--- config.mk ---
export PLATFORM = sky130hd
export DESIGN_NAME = key_conditioner
export DESIGN_NICKNAME = d
export VERILOG_FILES = /design/src/rtl/key_cond_pkg.sv /design/src/rtl/key_channel.sv /design/src/rtl/key_conditioner.sv
export SDC_FILE = /design/constraint.sdc
export NUM_CORES = 1
export LEC_CHECK = 0
export BUFFER_PORTS_ARGS = -buffer_cell sky130_fd_sc_hd__buf_2
export CORE_MARGIN = 3
export CORE_UTILIZATION = 45
export CTS_CLUSTER_DIAMETER = 80
export DETAILED_ROUTE_END_ITERATION = 8
export GPL_ROUTABILITY_DRIVEN = 0
export PLACE_DENSITY = 0.63
export SYNTH_ARGS = -nofsm -noshare
export SYNTH_HDL_FRONTEND = slang
export SYNTH_SLANG_ARGS = --single-unit
--- constraint.sdc ---
create_clock -name i_clk -period 5.6 [get_ports i_clk]
set_clock_uncertainty 0.1 [all_clocks]
set_input_delay 0.28 -clock i_clk [delete_from_list [all_inputs] [get_ports i_clk]]
set_output_delay 0.28 -clock i_clk [all_outputs]
set_load 0.01 [all_outputs]
--- src/rtl/key_cond_pkg.sv ---
// rtl/key_cond_pkg.sv - shared types and constants for the push-button conditioner
package key_cond_pkg;

    typedef enum logic [2:0] {
        S_IDLE,
        S_PRESS_WAIT,
        S_HELD,
        S_REPEAT,
        S_RELEASE_WAIT
    } key_state_e;

    localparam int KEY_DOWN   = 0;
    localparam int KEY_UP     = 1;
    localparam int KEY_BACK   = 2;
    localparam int KEY_SELECT = 3;

    function automatic int max3(input int a, input int b, input int c);
        int m;
        m = (a > b) ? a : b;
        return (m > c) ? m : c;
    endfunction

endpackage

--- src/rtl/key_channel.sv ---
// rtl/key_channel.sv - one key: 2-flop synchroniser, debounce/repeat FSM, registered outputs
// Auto-repeat is built only when KEY_COND_REPEAT_EN is defined.
module key_channel
    import key_cond_pkg::*;
#(
    parameter int DEBOUNCE_CYCLES = 1024,
    parameter int REPEAT_DELAY    = 65536,
    parameter int REPEAT_RATE     = 16384,
    parameter bit REPEAT_ON       = 1'b0
) (
    input  logic i_clk,
    input  logic i_rst,
    input  logic i_key_n,
    output logic o_press,
    output logic o_level
);

    localparam int CNT_W = $clog2(max3(DEBOUNCE_CYCLES, REPEAT_DELAY, REPEAT_RATE)) + 1;
    localparam logic [CNT_W-1:0] DB_LAST = CNT_W'(DEBOUNCE_CYCLES - 1);
`ifdef KEY_COND_REPEAT_EN
    localparam logic [CNT_W-1:0] RD_LAST = CNT_W'(REPEAT_DELAY - 1);
    localparam logic [CNT_W-1:0] RR_LAST = CNT_W'(REPEAT_RATE - 1);
`endif

    logic             sync1;
    logic             sync2;
    logic             p;
    key_state_e       state;
    logic [CNT_W-1:0] cnt;

    assign p = ~sync2;

    always_ff @(posedge i_clk or posedge i_rst) begin
        if (i_rst) begin
            sync1   <= 1'b1;
            sync2   <= 1'b1;
            state   <= S_IDLE;
            cnt     <= '0;
            o_press <= 1'b0;
            o_level <= 1'b0;
        end else begin
            sync1   <= i_key_n;
            sync2   <= sync1;
            o_press <= 1'b0;
            case (state)
                S_IDLE: begin
                    if (p) begin
                        state <= S_PRESS_WAIT;
                        cnt   <= CNT_W'(1);
                    end
                end
                S_PRESS_WAIT: begin
                    if (!p) begin
                        state <= S_IDLE;
                        cnt   <= '0;
                    end else if (cnt == DB_LAST) begin
                        state   <= S_HELD;
                        cnt     <= '0;
                        o_press <= 1'b1;
                        o_level <= 1'b1;
                    end else begin
                        cnt <= cnt + 1'b1;
                    end
                end
                S_HELD: begin
                    if (!p) begin
                        state <= S_RELEASE_WAIT;
                        cnt   <= CNT_W'(1);
`ifdef KEY_COND_REPEAT_EN
                    end else if (REPEAT_ON && cnt == RD_LAST) begin
                        state   <= S_REPEAT;
                        cnt     <= '0;
                        o_press <= 1'b1;
`endif
                    end else if (cnt != '1) begin
                        // Saturating hold time; only reaches the top when repeat is off.
                        cnt <= cnt + 1'b1;
                    end
                end
`ifdef KEY_COND_REPEAT_EN
                S_REPEAT: begin
                    if (!p) begin
                        state <= S_RELEASE_WAIT;
                        cnt   <= CNT_W'(1);
                    end else if (cnt == RR_LAST) begin
                        cnt     <= '0;
                        o_press <= 1'b1;
                    end else begin
                        cnt <= cnt + 1'b1;
                    end
                end
`endif
                S_RELEASE_WAIT: begin
                    if (p) begin
                        // Release bounce: still held, repeat timing starts over.
                        state <= S_HELD;
                        cnt   <= '0;
                    end else if (cnt == DB_LAST) begin
                        state   <= S_IDLE;
                        cnt     <= '0;
                        o_level <= 1'b0;
                    end else begin
                        cnt <= cnt + 1'b1;
                    end
                end
                default: begin
                    state <= S_IDLE;
                    cnt   <= '0;
                end
            endcase
        end
    end

endmodule

--- src/rtl/key_conditioner.sv ---
// rtl/key_conditioner.sv - debounced press/repeat pulses for the four DE2 push-buttons
// Auto-repeat is built only when KEY_COND_REPEAT_EN is defined.
module key_conditioner
    import key_cond_pkg::*;
#(
    parameter int                N_KEYS          = 4,
    parameter int                DEBOUNCE_CYCLES = 1024,
    parameter int                REPEAT_DELAY    = 65536,
    parameter int                REPEAT_RATE     = 16384,
    parameter logic [N_KEYS-1:0] REPEAT_MASK     = 4'b0011
) (
    input  logic              i_clk,
    input  logic              i_rst,
    input  logic [N_KEYS-1:0] i_key_n,
    output logic [N_KEYS-1:0] o_press,
    output logic [N_KEYS-1:0] o_level
);

    for (genvar g = 0; g < N_KEYS; g++) begin : g_key
        key_channel #(
            .DEBOUNCE_CYCLES (DEBOUNCE_CYCLES),
            .REPEAT_DELAY    (REPEAT_DELAY),
            .REPEAT_RATE     (REPEAT_RATE),
            .REPEAT_ON       (REPEAT_MASK[g])
        ) u_channel (
            .i_clk   (i_clk),
            .i_rst   (i_rst),
            .i_key_n (i_key_n[g]),
            .o_press (o_press[g]),
            .o_level (o_level[g])
        );
    end

endmodule
# After elaboration in Yosys (flattened, before gate mapping)
# Cells that the tools add are included.
# word_totals
out_inout_bits	8
register_bits	96
# op_classes
n_eq_ne	56
n_reduce_logical	20
addsub	4
mux	88
# ops
op	count
$mux 17	24
$pmux 17 s4	4
$mux 3	24
$add 17x1->17 const B	4
$eq 17x10->1 const B	4
$ne 17x17->1 const B	4
$pmux 3 s4	4
$ne 2x1->1 const B	16
$mux 1	28
$ne 3x1->1 const B	8
$reduce_and 5->1	4
$ne 2x2->1 const B	8
$reduce_and 4->1	4
$eq 3x1->1 const B	4
$eq 3x2->1 const B	4
$eq 3x3->1 const B	4
$logic_not 3->1	4
$ne 3x3->1 const B	4
$pmux 1 s2	4
$reduce_and 2->1	4
$reduce_bool 2->1	4

# Depth between registers and ports, before layout
# depth
depth_word	4
depth_mapped	14

# Hierarchy
# Synthesis repeated with hierarchy kept, for this count alone.
# hier_totals
hier_cells	584
area_unflattened_um2	5445.2
# modules_own_cells
module	n_inst	cells_each	area_each_um2	seq_area_each_um2
key_channel at g_key[1].u_channel ...	2	148	1337.5	603.1
key_channel at g_key[0].u_channel	1	155	1421.4	603.1
key_channel at g_key[3].u_channel	1	133	1348.8	603.1

# Worst setup path after synthesis
# OpenSTA, ideal clock, no wires.
# synth_path
path_kind	flip-flop to flip-flop
start	register g_key[3].u_channel.cnt[0]
end	register g_key[3].u_channel.cnt[5]
period_less_slack_ns	2.881
required_ns	5.418
arrival_time_ns	2.698
path_stages_with_launch	15
slack_ns	2.719
cell_sequence	dfrtp_1 -> ha_1 -> and3_1 -> nand4_2 -> nor2_1 -> nand2_1 -> nor2_1 -> ha_1 -> or4b_1 -> a21oi_1 -> o21ai_2 -> nand2_2 -> buf_6 -> o21ai_0 -> a31oi_1
# synth_between
elab_chain_cells	4
elab_cells_between_ends	11
cone_classes	add/sub (1); eq/ne (3); mux (6); reduce/logical (1)
# synth_rtl
element	line	rtl
start: declaration	key_channel.sv:29	logic [CNT_W-1:0] cnt;
start signal: assignment	key_channel.sv:62	cnt <= cnt + 1'b1;
start signal: assignment	key_channel.sv:77	cnt <= cnt + 1'b1;
start signal: assignment	key_channel.sv:103	cnt <= cnt + 1'b1;
$add 17x1->17 or $eq 17x10->1 (tied branches)	-	
$mux 17, on equally long branches	key_channel.sv:56, key_channel.sv:98, key_channel.sv:75	
$mux 17, on equally long branches	key_channel.sv:94, key_channel.sv:53, key_channel.sv:66	
$pmux 17 s4	key_channel.sv:45	case (state)
# Parallel ways exist; a longest one is shown, timed or not. The select of a mux whose other input is x is not followed.
# A chain may end at the register's enable or synchronous reset.

# Worst setup path after layout
# layout_path
start	register g_key[3].u_channel.cnt[0]
end	register g_key[3].u_channel.cnt[14]
# Same word-level chain as after synthesis.

==> results.toml <==
[cts]
clockBufferDepth = 2
ctsHoldBuffers = 5
cts-root-buf = "clkbuf_16"
postCtsSetupBuffers = 0
cts_resized = 0
clkSinkCount = 96
htree_num_levels = 3
tritoncts = "yes"
worstSkewPairLatency_ns = 0.35
cts_buffers = 9
clk_pin_slew_ns = 0.06

[critical_path]
startpoint_type = "register"
cp.arrival_ns = 3.51
end_kind = "register"
path_class = "reg -> reg"
r2r_cells = 13
reg2reg_from = "g_key[3].u_channel.cnt[0]"
critPathLaunch = "g_key[3].u_channel.cnt[0]"
worst_ep_required_time_ns = 5.73
cp_max_fo = 23

[sta]
setup_violations = 0
worstMarginPinSlew_ns = 1.01
setup-tns-final_ns = 0
finalHoldViolCount = 0
whs_ns = 0.255
maxSlewHeadroom_pct = 32.7
rsz0062_at_grt = "false"
fmax_mhz = 296
fin_ws_ns = 2.22
fin_crit_sh_pct = 60.3
timing.final.crit_period_ns = 3.38
drv_slew = 0

[routing]
drc = 0
vias = 3794
wl_per_cell_microns = 13.5
first_pass_iters = 4
routed_wl_mm = 9.32
final_antenna_net_count = 0
vias_per_cell = 5.49
drt-initial-drc-count = 226

[synthesis]
muxShareOfSynthArea_pct = 0.808
yosysMostFrequentCell = "dfrtp_1"
synthSimpleGateAreaFrac_pct = 25.6
synth_xor_xnor_area_share_pct = 7.03
synth_compound_area_share_pct = 12.9
yosysTopAreaCell = "dfrtp_1"
synth-edff-count = 0
synth_cells = 544
synth_cell_type_count = 69
ys_ff_latch = 96
yosys_warnings = 0
yosysTopAreaCellShare_pct = 43.1
synthTopCellsByCount = "dfrtp_1 (88), nor2_1 (79), nand2_1 (51), a21oi_1 (28), xor2_1 (23)"
ys_seq_area_share_pct = 47.2
postSynthAreaPerCell_sq_um = 9.39
synthTopCellsByArea = "dfrtp_1 (43%), nor2_1 (5.8%), dfstp_2 (4.1%)"
synth_fa_ha_area_share_pct = 1.96
dominantRegCellSynth = "dfrtp_1"
netlist_area_sq_mm = 0.00511
synth_top_family_by_area = "simple AND/OR/NAND/NOR gates"
syn_nets = 558
synthArstFlopShare_pct = 100

[place]
post_dp_cell_area_sq_mm = 0.00518
io_buffers = 13
hpwl_mm = 6.23
place_ws_ns = 2.27

[power]
switching_share_pct = 22.6
clockPowerShare_pct = 44.5
power_density_mw_per_mm2 = 267
seq_power_share_pct = 49.8
ir_drop_v = 0.000188
leakagePower_uw = 0.00241
pwr-share-comb_pct = 5.7
p_int_uw = 1150
p_switching_uw = 336

[global_routing]
grt.total_usage_pct = 15.6
antenna_found_initial = 0
use_met3_pct = 4.53
grt_util_met1_pct = 19.8
busiest_layer = "met2"
grt-ovfl-total = 0
grt_pass1_wl_mm = 16.4
grt_pass1_vias = 3674
use_met2_pct = 25.7
grt_max_degree = 82

[finish]
synthToLayoutAreaGrowth_pct = 8.72
nets = 560
drive_gt1_share_pct = 10.9
antenna_cells = 0
fin_util_pct = 50.6
fillerInstances = 997
fin_area_sq_mm = 0.00555

[min_path]
hp-start = "g_key[2].u_channel.sync1"
hold_path_depth = 0
min-delay-path-class = "reg -> reg"

[floorplanning]
dieWidth_microns = 113
row_count = 38
coreArea_sq_mm = 0.0110
die_y_microns = 113
die-area_sq_mm = 0.0127
io_pins = 14
start_util_pct = 46.5

[outcome]
status = "completed"

[flow_run]
cap_violations = 0
[metrics by stage]
step           instances  power (uW)
4_1_cts              691        1510
2_1_floorplan        544         814
3_5_place_dp         670         834
6_report             691        1480
5_1_grt              691        1550
3_3_place_gp         670         831
[flip-flops by register name, indices dropped and copies added, names as in the netlist]
name                     flops
g_key.u_channel.sync1        4
g_key.u_channel.sync2        4
g_key.u_channel.state       12
g_key.u_channel.o_level      4
g_key.u_channel.o_press      4
g_key.u_channel.cnt         68
[power groups by stage]
stage / Combinational, uW / Sequential (uW) / Clock (uW)
after floorplan: 70.7 / 743 / 0
after global placement: 81.0 / 750 / 0
after detailed placement: 82.9 / 751 / 0
after CTS: 86.3 / 738 / 683
after global routing: 97.9 / 742 / 710
final: 84.1 / 739 / 661
[area by class of cell]
type	count	area [sq um]	share of cell area [%]
Timing Repair Buffer	19	123	2.21
Clock inverter	5	80.1	1.44
Tap cell	140	175	3.15
Sequential cell	96	2410	43.4
Inverter	14	55.1	0.991
Clock buffer	11	243	4.37
Multi-Input combinational cell	406	2460	44.4
[path summary, 6_finish.rpt]
kind,slack (ns),end
min reg2reg,0.26,g_key[2].u_channel.sync2
min in group asynchronous,0.30,g_key[1].u_channel.o_press
max in group asynchronous,3.84,g_key[2].u_channel.cnt[14]
max,2.22,g_key[3].u_channel.cnt[14]
min,0.26,g_key[2].u_channel.sync2
max reg2reg,2.22,g_key[3].u_channel.cnt[14]
[cell families after synthesis]
logic type / after synthesis
muxes: 4
buffers and inverters: 42
and+or+nand+nor: 254
AOI/OAI and AO/OA: 99
adders and majority gates: 8
DFF: 96
xor gates and xnor gates: 41
[layout by cell type (no fill, tap or decap), drive strengths merged, types with 3 or more instances in the layout]
master,n
buf,14
or2,3
ha,8
clkbuf,11
and2,4
a21oi,28
nand4,13
nand3,19
or2b,3
nor2,79
xor2,23
a211oi,3
a211o,3
o22a,3
o21ai,18
nand2b,10
dlygate4sd3,5
dfstp,8
or4,3
xnor2,18
nor2b,5
o31ai,5
and3,15
inv,14
a31oi,16
nor3,20
mux2i,3
nand2,52
a22o,6
and4,7
dfrtp,88
nor4,9
nand3b,6
[metal layers]
layer	vias up	share of wire, %
met4	0	1.2
met2	23	47
met3	9	2.7
met1	1838	49
met5	-	0
li1	1924	-
[critical path, cell delays in order, from the launching register on]
cell and delay, ns:
dfrtp_1 0.44, ha_1 0.22, and3_1 0.24, nand4_2 0.21
nor2_1 0.28, nand2_1 0.08, nor2_1 0.12, ha_1 0.19
or4b_1 0.14, nand3_1 0.09, o21ai_2 0.29, nand2_2 0.32
and3_1 0.29, a221o_1 0.25
Note: power is estimated with default switching activity, not from simulation.
